--- config.mk ---
export PLATFORM = sky130hd
export DESIGN_NAME = fib_req_sched
export DESIGN_NICKNAME = d
export VERILOG_FILES = /design/src/rtl/fib_req_sched.sv
export SDC_FILE = /design/constraint.sdc
export NUM_CORES = 1
export LEC_CHECK = 0
export ABC_AREA = 1
export CAP_MARGIN = 20
export CORE_MARGIN = 5
export CORE_UTILIZATION = 33
export DETAILED_ROUTE_END_ITERATION = 16
export PLACE_DENSITY_LB_ADDON = 0.12
export SYNTH_ARGS = -nofsm -noshare
export SYNTH_HDL_FRONTEND = slang
export SYNTH_SLANG_ARGS = --single-unit
--- constraint.sdc ---
create_clock -name clk -period 3.3 [get_ports clk]
set_input_delay 0.495 -clock clk [delete_from_list [all_inputs] [get_ports clk]]
set_output_delay 0.495 -clock clk [all_outputs]
set_load 0.05 [all_outputs]
--- src/rtl/fib_req_sched.sv ---
// fib_req_sched: round-robin scheduler sharing one iterative Fibonacci engine
// between NUM_REQ requesters. One transaction in flight; the result is returned
// tagged with the requester id and the echoed index.
// Optional build macro FIB_SAT_EN: saturate results whose F(n) overflowed DATA_W.
module fib_req_sched #(
  parameter int NUM_REQ = 4,
  parameter int DATA_W  = 32,
  localparam int ID_W   = $clog2(NUM_REQ)
) (
  input  logic                  clk,
  input  logic                  rst_n,
  input  logic [NUM_REQ-1:0]    req_valid,
  input  logic [6*NUM_REQ-1:0]  req_n,
  output logic [NUM_REQ-1:0]    req_ready,
  output logic                  rsp_valid,
  input  logic                  rsp_ready,
  output logic [ID_W-1:0]       rsp_id,
  output logic [5:0]            rsp_n,
  output logic [DATA_W-1:0]     rsp_data,
  output logic                  busy
);

  typedef enum logic [1:0] {
    ST_IDLE = 2'd0,
    ST_RUN  = 2'd1,
    ST_RESP = 2'd2
  } state_t;

  state_t              state_r;
  logic [ID_W-1:0]     rr_ptr_r;
  logic [DATA_W-1:0]   a_r;
  logic [DATA_W-1:0]   b_r;
  logic [5:0]          cnt_r;
  logic [ID_W-1:0]     id_r;
  logic [5:0]          n_r;
  logic                rsp_valid_r;
  logic [ID_W-1:0]     rsp_id_r;
  logic [5:0]          rsp_n_r;
  logic [DATA_W-1:0]   rsp_data_r;
  logic                busy_r;
`ifdef FIB_SAT_EN
  logic                ovf_a_r;
  logic                ovf_b_r;
`endif

  logic                gnt_found_s;
  logic [ID_W-1:0]     gnt_id_s;
  logic [5:0]          gnt_n_s;
  logic [DATA_W:0]     sum_s;

  // Round-robin search: first valid requester at or after rr_ptr, wrapping.
  always_comb begin : arb
    int idx;
    gnt_found_s = 1'b0;
    gnt_id_s    = '0;
    idx         = 0;
    for (int i = 0; i < NUM_REQ; i++) begin
      idx = int'(rr_ptr_r) + i;
      if (idx >= NUM_REQ) begin
        idx = idx - NUM_REQ;
      end else begin
        idx = idx;
      end
      if (!gnt_found_s && req_valid[idx]) begin
        gnt_found_s = 1'b1;
        gnt_id_s    = idx[ID_W-1:0];
      end else begin
        gnt_found_s = gnt_found_s;
      end
    end
    gnt_n_s = req_n[int'(gnt_id_s)*6 +: 6];
  end

  // One-hot accept, only while idle and out of reset.
  always_comb begin
    req_ready = '0;
    for (int i = 0; i < NUM_REQ; i++) begin
      req_ready[i] = (state_r == ST_IDLE) && gnt_found_s && rst_n &&
                     (gnt_id_s == ID_W'(i));
    end
  end

  // Add step with carry-out kept for the overflow tracking.
  always_comb begin
    sum_s = {1'b0, a_r} + {1'b0, b_r};
  end

  // Scheduler FSM and Fibonacci datapath with registered response outputs.
  always_ff @(posedge clk or negedge rst_n) begin
    if (!rst_n) begin
      state_r     <= ST_IDLE;
      rr_ptr_r    <= '0;
      a_r         <= DATA_W'(1);
      b_r         <= '0;
      cnt_r       <= 6'd0;
      id_r        <= '0;
      n_r         <= 6'd0;
      rsp_valid_r <= 1'b0;
      rsp_id_r    <= '0;
      rsp_n_r     <= 6'd0;
      rsp_data_r  <= '0;
      busy_r      <= 1'b0;
`ifdef FIB_SAT_EN
      ovf_a_r     <= 1'b0;
      ovf_b_r     <= 1'b0;
`endif
    end else begin
      case (state_r)
        ST_IDLE: begin
          if (gnt_found_s) begin
            id_r   <= gnt_id_s;
            n_r    <= gnt_n_s;
            a_r    <= DATA_W'(1);
            b_r    <= '0;
            cnt_r  <= gnt_n_s;
            busy_r <= 1'b1;
`ifdef FIB_SAT_EN
            ovf_a_r <= 1'b0;
            ovf_b_r <= 1'b0;
`endif
            if (gnt_id_s == ID_W'(NUM_REQ - 1)) begin
              rr_ptr_r <= '0;
            end else begin
              rr_ptr_r <= gnt_id_s + ID_W'(1);
            end
            state_r <= ST_RUN;
          end else begin
            state_r <= ST_IDLE;
          end
        end
        ST_RUN: begin
          if (cnt_r != 6'd0) begin
            a_r   <= sum_s[DATA_W-1:0];
            b_r   <= a_r;
            cnt_r <= cnt_r - 6'd1;
`ifdef FIB_SAT_EN
            ovf_b_r <= ovf_a_r;
            ovf_a_r <= ovf_a_r | sum_s[DATA_W];
`endif
          end else begin
`ifdef FIB_SAT_EN
            // Saturate only when F(n) itself wrapped, not F(n+1) held in A.
            rsp_data_r <= ovf_b_r ? {DATA_W{1'b1}} : b_r;
`else
            rsp_data_r <= b_r;
`endif
            rsp_id_r    <= id_r;
            rsp_n_r     <= n_r;
            rsp_valid_r <= 1'b1;
            state_r     <= ST_RESP;
          end
        end
        ST_RESP: begin
          if (rsp_ready) begin
            rsp_valid_r <= 1'b0;
            busy_r      <= 1'b0;
            state_r     <= ST_IDLE;
          end else begin
            state_r <= ST_RESP;
          end
        end
        default: begin
          rsp_valid_r <= 1'b0;
          busy_r      <= 1'b0;
          state_r     <= ST_IDLE;
        end
      endcase
    end
  end

  assign rsp_valid = rsp_valid_r;
  assign rsp_id    = rsp_id_r;
  assign rsp_n     = rsp_n_r;
  assign rsp_data  = rsp_data_r;
  assign busy      = busy_r;

endmodule
# After elaboration in Yosys (flattened, before gate mapping)
# Cells that the tools add are included.
# word_totals
ff_bits	124
input_bits	31
out_inout_bits	46
word_cells	108
# op_classes
add_sub_neg	10
n_mul	1
n_lt_le_gt_ge	8
n_eq_ne	9
shift	1
muxes	43
bitwise_logic	3
reduce_logical	21
# op_table
op	count
two-way mux 32 bit	8
< comparator 32 x 4 -> 1 bit, second input constant	4
one-hot mux 32 bit (2 select lines)	2
adder 32 bit	1
indexed part select 24 x 6 -> 6 bit	1
two-way mux 1 bit	16
two-way mux 2 bit	7
two-way mux 6 bit	2
one-hot mux 6 bit (2 select lines)	1
subtractor 3 x 3 -> 4 bit, second input constant	3
>= comparator 3 bit, second input constant	3
logical AND 1 bit	9
AND reduction 3 bit	3
binary-select mux 1 bit (select 2 bit)	4
inequality test 2 bit, second input constant	4
adder 2 x 2 -> 3 bit, second input constant	2
equality test 2 bit, second input constant	3
one-hot mux 1 bit (3 select lines)	2
one-hot mux 2 bit (3 select lines)	1
nonzero test 6 bit	1
subtractor 6 x 1 -> 6 bit, second input constant	1
equality test 2 x 1 -> 1 bit, second input constant	2
logical NOT 2 bit	2
multiplier 2 x 2 -> 4 bit, second input constant	1
8 further kinds	13

# Depth between registers and ports, before layout
# Gate-level depths: netlist of the first run.
# depth
ltp_word	19
ltp_mapped	16
depth_no_buf	15

# Least setup slack after synthesis of the first run
# No wires, ideal clock.
# synth_path
path_type	reg-to-output
startpoint	register rr_ptr_r[0]
endpoint	output port req_ready[3]
t_arrival_ns	2.231
required_ns	2.805
slack_ns	0.574
stages_incl_launch_ff	15
n_path_buf	2
path_cell_list	dfrtp_1 buf_6 inv_4 nand2_1 nand2_1 nand2_1 nand2_1 nand2_1 nand3_1 nand3_2 buf_4 inv_1 ha_1 inv_1 nor2_1
# synth_between
elab_cells_between_ends	45
classes_between	add/sub: 7; order compare: 4; eq/ne: 1; mux: 24; reduce/logical: 9
# synth_lines
item	line_no	rtl
from (decl)	30	logic [ID_W-1:0] rr_ptr_r;
from (signal assigned)	124	rr_ptr_r <= gnt_id_s + ID_W'(1);
parallel branches: the longest is 14 deep, another holds subtractor 3 x 3 -> 4 bit	-	
two-way mux 2 bit *	64	if (!gnt_found_s && req_valid[idx]) begin
named net gnt_id_s[0]	47	logic [ID_W-1:0] gnt_id_s;
equality test 2 bit *	79	(gnt_id_s == ID_W'(i));
logical AND 1 bit *	78	req_ready[i] = (state_r == ST_IDLE) && gnt_found_s && rst_n &&
to (decl)	14	output logic [NUM_REQ-1:0] req_ready,
# Mark *: on every way through the listed nets, which the timed path passes. The select of a mux whose other input is x is not followed.

# Worst setup path after layout of the first run
# layout_path
startpoint	register rr_ptr_r[1]
endpoint	output port req_ready[1]
# layout_between
elab_chain_len	18
elab_cells_between_ends	45
classes_between	add/sub: 7; order compare: 4; eq/ne: 1; mux: 24; reduce/logical: 9
# layout_rtl
item	line_no
parallel branches: the longest is 17 deep, another holds subtractor 3 x 3 -> 4 bit	-
logical AND 1 bit *	78
# Every way passes the cells marked *. The select of a mux whose other input is x is not followed.

==> metrics.md, run 1 <==
| Metric | Value |
|---|---|
| Status | complete, no violations |
| Synth unique cells | 41 |
| Area share of fa/ha/maj cells after synthesis | 6.42% |
| Core region area | 21800 um2 |
| Pwr/cell area | 1080 nW/um2 |
| Critical Path Source Type | register |
| Grt ovf | 0 |
| Die width | 159 um |
| Net Count, Synth | 1019 |
| Most common cell in the netlist | nand2_1 |
| Largest net degree at the start of global routing | 125 |
| Max Cap Viol | 0 |
| Root Driver | clkbuf_16 |
| Synth Warn # | 0 |
| Starting Density | 33.6% |
| Placed wire-length estimate | 13600 um |
| Max Clk Rate | 328 MHz |
| Synth Area in Compound Gates | 16.2% |
| Number of diodes | 0 |
| Max Buffers Root-to-Sink | 2 |
| Seq/Total Area, Yosys | 42.4% |
| Critical Path RT | 2800 ps |
| WS Path Type | register to primary output |
| Final slew viol count | 0 |
| Setup violators final | 0 |
| Setup WS post-layout | 255 ps |
| Worst R2R End | a_r[24] |
| Async SR Flop Fraction | 100% |
| Initial antenna violation count | 0 |
| DR WL/cell | 14.1 um |
| Placed cell areas | 8420 um2 |
| TritonRoute pass-1 iters | 7 |
| Static leakage | 4.42 nW |
| Area contributors post-synth | dfrtp_1 (42%), nand2_1 (14%), inv_1 (6.4%), ha_1 (6.1%), o21ai_0 (4.6%) |
| Final nets | 1098 |
| Unrepaired setup endpoints after global routing | false |
| Slew margin rel. | 37.4% |
| Number of synthesized flops with an enable pin | 0 |
| I/O pin count | 77 |
| Reg2Reg Depth | 15 |
| Maximum VDD drop | 0.000529 V |
| Remaining DRCs | 0 |
| Vias per cell | 4.80 |
| Pre-CTS setup slack | 273 ps |
| Cts hold-fix bufs | 0 |
| DR iter-0 viols | 323 |
| Area growth syn-to-layout | 23.4% |
| Hold Path Class | primary input to async pin |
| XOR/XNOR Fraction of Synth Area | 1.67% |
| Most common flop cell mapped by yosys | dfrtp_1 |
| First-pass GRT wire length | 32200 um |
| All-Layer GR Usage | 15.1% |
| Die area | 25300 um2 |
| Final ANT Viol Nets | 0 |
| Final hold violations | 0 |
| Mux share of post-synthesis cell area | 0% |
| Vias in the first global route | 6474 |
| Layout cells sized above 1 | 8.44% |
| Critical Path AT | 2550 ps |
| Cell area after synthesis | 7320 um2 |
| Clk slew on worst S/H paths | 60 ps |
| Vias post-DR | 6347 |
| Post-synth top area cell | dfrtp_1 |
| Avg Cell Area, Syn | 7.70 um2 |
| Skew-Pair Late Insertion Delay | 420 ps |
| Largest family of logic cells by synthesized area | simple AND/OR/NAND/NOR gates |
| Yosys reg bits | 124 |
| Period minus WS final | 3040 ps |
| TritonCTS clock tree | yes |
| CP Capture Type | primary output |
| CTS buffer count | 17 |
| Total Routed Length | 18700 um |
| Worst Skew | 12.6 ps |
| H-tree depth | 4 |
| Post-synthesis cell count | 951 |
| Cell Rows | 54 |
| Port bufs | 76 |
| Cell area after layout | 9040 um2 |
| Crit path max fanout | 9 |
| Die height | 159 um |
| R2r startpoint | a_r[0] |
| Placer Congestion | 0.855 |
| Reg2reg setup slack | 520 ps |
| Sum Neg Setup Slack | 0 ps |
| Top cells by count, synth | nand2_1 (268), inv_1 (125), dfrtp_1 (123) |
| Yosys top cell area share | 42.0% |
| Fraction of the cycle the final worst path needs | 92.3% |
| Simple-gate share of the synthesized area | 24.5% |
| Sink Count | 124 |
| Slew @ Worst Pin | 939 ps |
final cells by class:
class                           instances  area (um2)
Inverter                              129         489
Multi-Input combinational cell        670        3580
Clock inverter                         13         168
Tap cell                              280         350
Timing Repair Buffer                   88         917
Sequential cell                       124        3110
Fill cell                            2241       12800
Clock buffer                           19         433
worst max path at each step:
| stage | from | endpoint | slack, ps | cells past startpoint |
|---|---|---|---|---|
| 2_1_floorplan | rr_ptr_r[0] | req_ready[3] | 570 | 14 |
| 3_3_place_gp | req_valid[1] | req_ready[3] | 340 | 14 |
| 3_5_place_dp | req_valid[1] | req_ready[3] | 270 | 14 |
| 4_1_cts | rr_ptr_r[0] | req_ready[3] | 50 | 14 |
| 5_1_grt | rr_ptr_r[1] | req_ready[1] | 40 | 14 |
| 6_report | rr_ptr_r[1] | req_ready[1] | 260 | 14 |
per-layer routing:
metal	routed length (um)	GRT usage [%]	share of wire, %
met2	8040	22.5	43
met4	264	4.81	1.4
met3	951	3.81	5.1
met1	9460	21.7	51
met5	0	0	0
cell families after synthesis:
kind of cell,count (synthesis)
DFF,124
adders and majority gates,37
and+or+nand+nor,430
xor gates and xnor gates,14
AOI/OAI and AO/OA,189
buffers and inverters,157
stage by stage:
stage	total power [mW]	hold WS, ps	instances	utilization, %
2_1_floorplan	6.50	199	951	-
3_3_place_gp	7.89	460	1289	38.6
3_5_place_dp	7.91	463	1289	38.6
4_1_cts	9.88	243	1321	41.3
5_1_grt	10.7	252	1323	41.4
6_report	9.81	145	1323	41.4
power by group:
part / total, mW / switching [mW] / internal [mW]
sequential: 2.51 / 0.382 / 2.13
combinational: 5.37 / 3.49 / 1.88
clock: 1.92 / 0.728 / 1.19
total: 9.81 / 4.60 / 5.20
state kept, by name (all words and copies together), names as in the netlist, 2 cells and up:
name and count:
id_r 2, rr_ptr_r 2, state_r 2, rsp_id 2
n_r 6, cnt_r 6, a_r 32, rsp_n 6
rsp_data 32, b_r 32
placed cells by master, fill, tap and decap left out, drive strengths merged, types with 33 or more instances in the layout:
master and count:
nand2 271, inv 130, dfrtp 123, nor2 84, clkdlybuf4s50 71, o21ai 69
a21oi 55, nand3 45, ha 36, o22ai 33
repair_timing:
action / in CTS / in global routing
buffers inserted: 0 / 2
endpoints found under the setup margin: 0 / 4
hold endpoints to repair: 0 / 0
gates resized for setup: 0 / 2
worst max-delay path: stages (launching register included):
cell     delay [ps]
dfrtp_1         440
inv_1           150
nand2_1          90
nand2_1         140
nand2_1         120
nand2_2          70
nor2_4          120
nand3_1         120
inv_1            90
nand2_1          60
nand2_2         170
ha_1            170
inv_1            40
nor2_1          190
buf_12          170
No activity file was read; power rests on OpenSTA's default activity.
==> run 2: changes to the inputs <==
--- a/config.mk
+++ b/config.mk
@@ -7,7 +7,7 @@
 export LEC_CHECK = 0
 export ABC_AREA = 1
 export CAP_MARGIN = 20
-export CORE_MARGIN = 5
+export CORE_MARGIN = 3
 export CORE_UTILIZATION = 33
 export DETAILED_ROUTE_END_ITERATION = 16
 export PLACE_DENSITY_LB_ADDON = 0.12
==> metrics.md, run 2 (synthesized netlist as in run 1, its figures left out) <==
| Metric | Value |
|---|---|
| Slew @ Worst Pin | 987 ps (+47.9 ps) |
| Slew margin rel. | 34.1% (-3.3 points) |
| Layout cells sized above 1 | 8.17% (-0.27 points) |
| Largest net degree at the start of global routing | 125 (unchanged) |
| Die area | 24000 um2 (-5.0%) |
| Largest stage delay, worst path | 440 ps (about the same) |
| Starting Density | 34.2% (+0.63 points) |
| Most common cell after layout, fill and taps aside | nand2_1 |
| DR iter-0 viols | 342 (+5.9%) |
| Grt ovf | 0 (unchanged) |
| Sum Neg Setup Slack | 0 ps (unchanged) |
| Vias post-DR | 6196 (-2.4%) |
| Clk slew on worst S/H paths | 50 ps (about the same) |
| Pre-CTS setup slack | 313 ps (+40.1 ps) |
| Vias per cell | 4.71 (-1.9%) |
| Cell breakdown of the critical path | inv_1, nand2_1, nand2_1, nand2_1, nand2_2, nor2_4, nand3_1, inv_1, nor2_1, nor2_4, ha_1, inv_1, nor2_1, buf_12 |
| TritonRoute pass-1 iters | 5 (-2) |
| TritonCTS clock tree | yes |
| Tot Pwr | 9.77 mW (-0.36%) |
| Final slew viol count | 0 (unchanged) |
| All-Layer GR Usage | 16.3% (+1.2 points) |
| Root Driver | clkbuf_16 |
| WS Path Type | register to primary output |
| Sink Count | 124 (unchanged) |
| Total Routed Length | 18700 um (-0.17%) |
| Max stage delay cell, worst path | dfrtp_1 |
| Period minus WS final | 3030 ps (-12.7 ps) |
| Setup WS post-layout | 268 ps (+12.7 ps) |
| Core region area | 21400 um2 (-1.9%) |
| Setup violators final | 0 (unchanged) |
| Critical Path RT | 2800 ps (about the same) |
| CTS buffer count | 17 (unchanged) |
| Area growth syn-to-layout | 23.2% |
| Pwr/cell area | 1080 nW/um2 (-0.18%) |
| Maximum VDD drop | 0.000401 V (-24%) |
| Static leakage | 4.41 nW (-0.13%) |
| Final ANT Viol Nets | 0 (unchanged) |
| Critical Path AT | 2540 ps (about the same) |
| Worst Skew | 7.27 ps (-5.32 ps) |
| CP Capture Type | primary output |
| Initial antenna violation count | 0 (unchanged) |
| Placed wire-length estimate | 13300 um (-1.9%) |
| Fill cells | 2218 (-1.0%) |
| H-tree depth | 4 (unchanged) |
| Unrepaired setup endpoints after global routing | false |
| Max Clk Rate | 330 MHz (+0.42%) |
| Max Cap Viol | 0 (unchanged) |
| Reg area | 3110 um2 (unchanged) |
| Fraction of the cycle the final worst path needs | 91.9% (-0.38 points) |
| Final nets | 1097 (-0.091%) |
| Multi-input logic area | 3570 um2 (about the same) |
| Die height | 155 um (-2.5%) |
| Placer Congestion | 0.833 (-2.6%) |
| Critical Path Source Type | register |
| Max Buffers Root-to-Sink | 2 (unchanged) |
| Status | complete, no violations |
| Die width | 155 um (-2.5%) |
| Port bufs | 76 (unchanged) |
| Hold Path Class | primary input to async pin |
| First-pass GRT wire length | 31800 um (-1.1%) |
| Number of diodes | 0 (unchanged) |
| Commonest non-fill, non-tap cells in the layout | nand2_1 (267), inv_1 (124), dfrtp_1 (122) |
| Final hold violations | 0 (unchanged) |
| Vias in the first global route | 6176 (-4.6%) |
| I/O pin count | 77 (unchanged) |
| DR WL/cell | 14.2 um (+0.36%) |
| Crit path max fanout | 8 (-1) |
| Skew-Pair Late Insertion Delay | 420 ps (about the same) |
| Cell Rows | 53 (-1.9%) |
| Remaining DRCs | 0 (unchanged) |
run 2: power breakdown:
group / internal [mW] / switching (mW)
Combinational: 1.86 / 3.47
Sequential: 2.13 / 0.401
Clock: 1.22 / 0.692
run 2: metal layers:
layer / part of all wire, % / up-vias / GRT usage [%]
met5: 0 / - / 0
met1: 53 / 2806 / 24.5
li1: - / 3261 / -
met4: 1.2 / 0 / 4.54
met2: 42 / 115 / 23.7
met3: 4.0 / 14 / 3.34
run 2: path summary, 6_finish.rpt:
path / from / end / slack [ps] / cells after the start
setup / recovery: rr_ptr_r[1] / req_ready[3] / 270 / 14
hold / removal: rst_n / rsp_data[4] / 190 / 2
setup reg to reg: a_r[0] / a_r[24] / 490 / 15
hold reg to reg: rsp_n[5] / rsp_n[5] / 470 / 2
max in group asynchronous: rst_n / rr_ptr_r[0] / 2600 / 2
min in group clk: rsp_n[5] / rsp_n[5] / 470 / 2
run 2: through the flow:
step	util, %	instances	hold WS, ps	cell area (um2)
after global placement	39.3	1284	458	8410
final	42.1	1316	193	9020
after global routing	42.1	1316	255	9020
after floorplan	-	951	199	7320
after detailed placement	39.3	1284	462	8410
after CTS	42.1	1315	228	9010
run 2: critical path, delay by kind of cell (launching register included):
kind	cells	cell delay, ps
buffers and inverters	4	440
DFF	1	440
and+or+nand+nor	9	1070
adders and majority gates	1	180
run 2: final cells by class:
class                      count  area share [%]
clock inverter                10            1.55
timing repair buffer          87            10.1
tap                          275            3.81
clock buffer                  21            5.10
multi-input combinational    670            39.6
inverter                     129            5.42
sequential                   124            34.4
run 2: what timing repair did:
action	CTS	global route
endpoints found under the setup margin	0	4
setup buffers	0	1
gates resized for setup	0	1
hold buffers	0	0
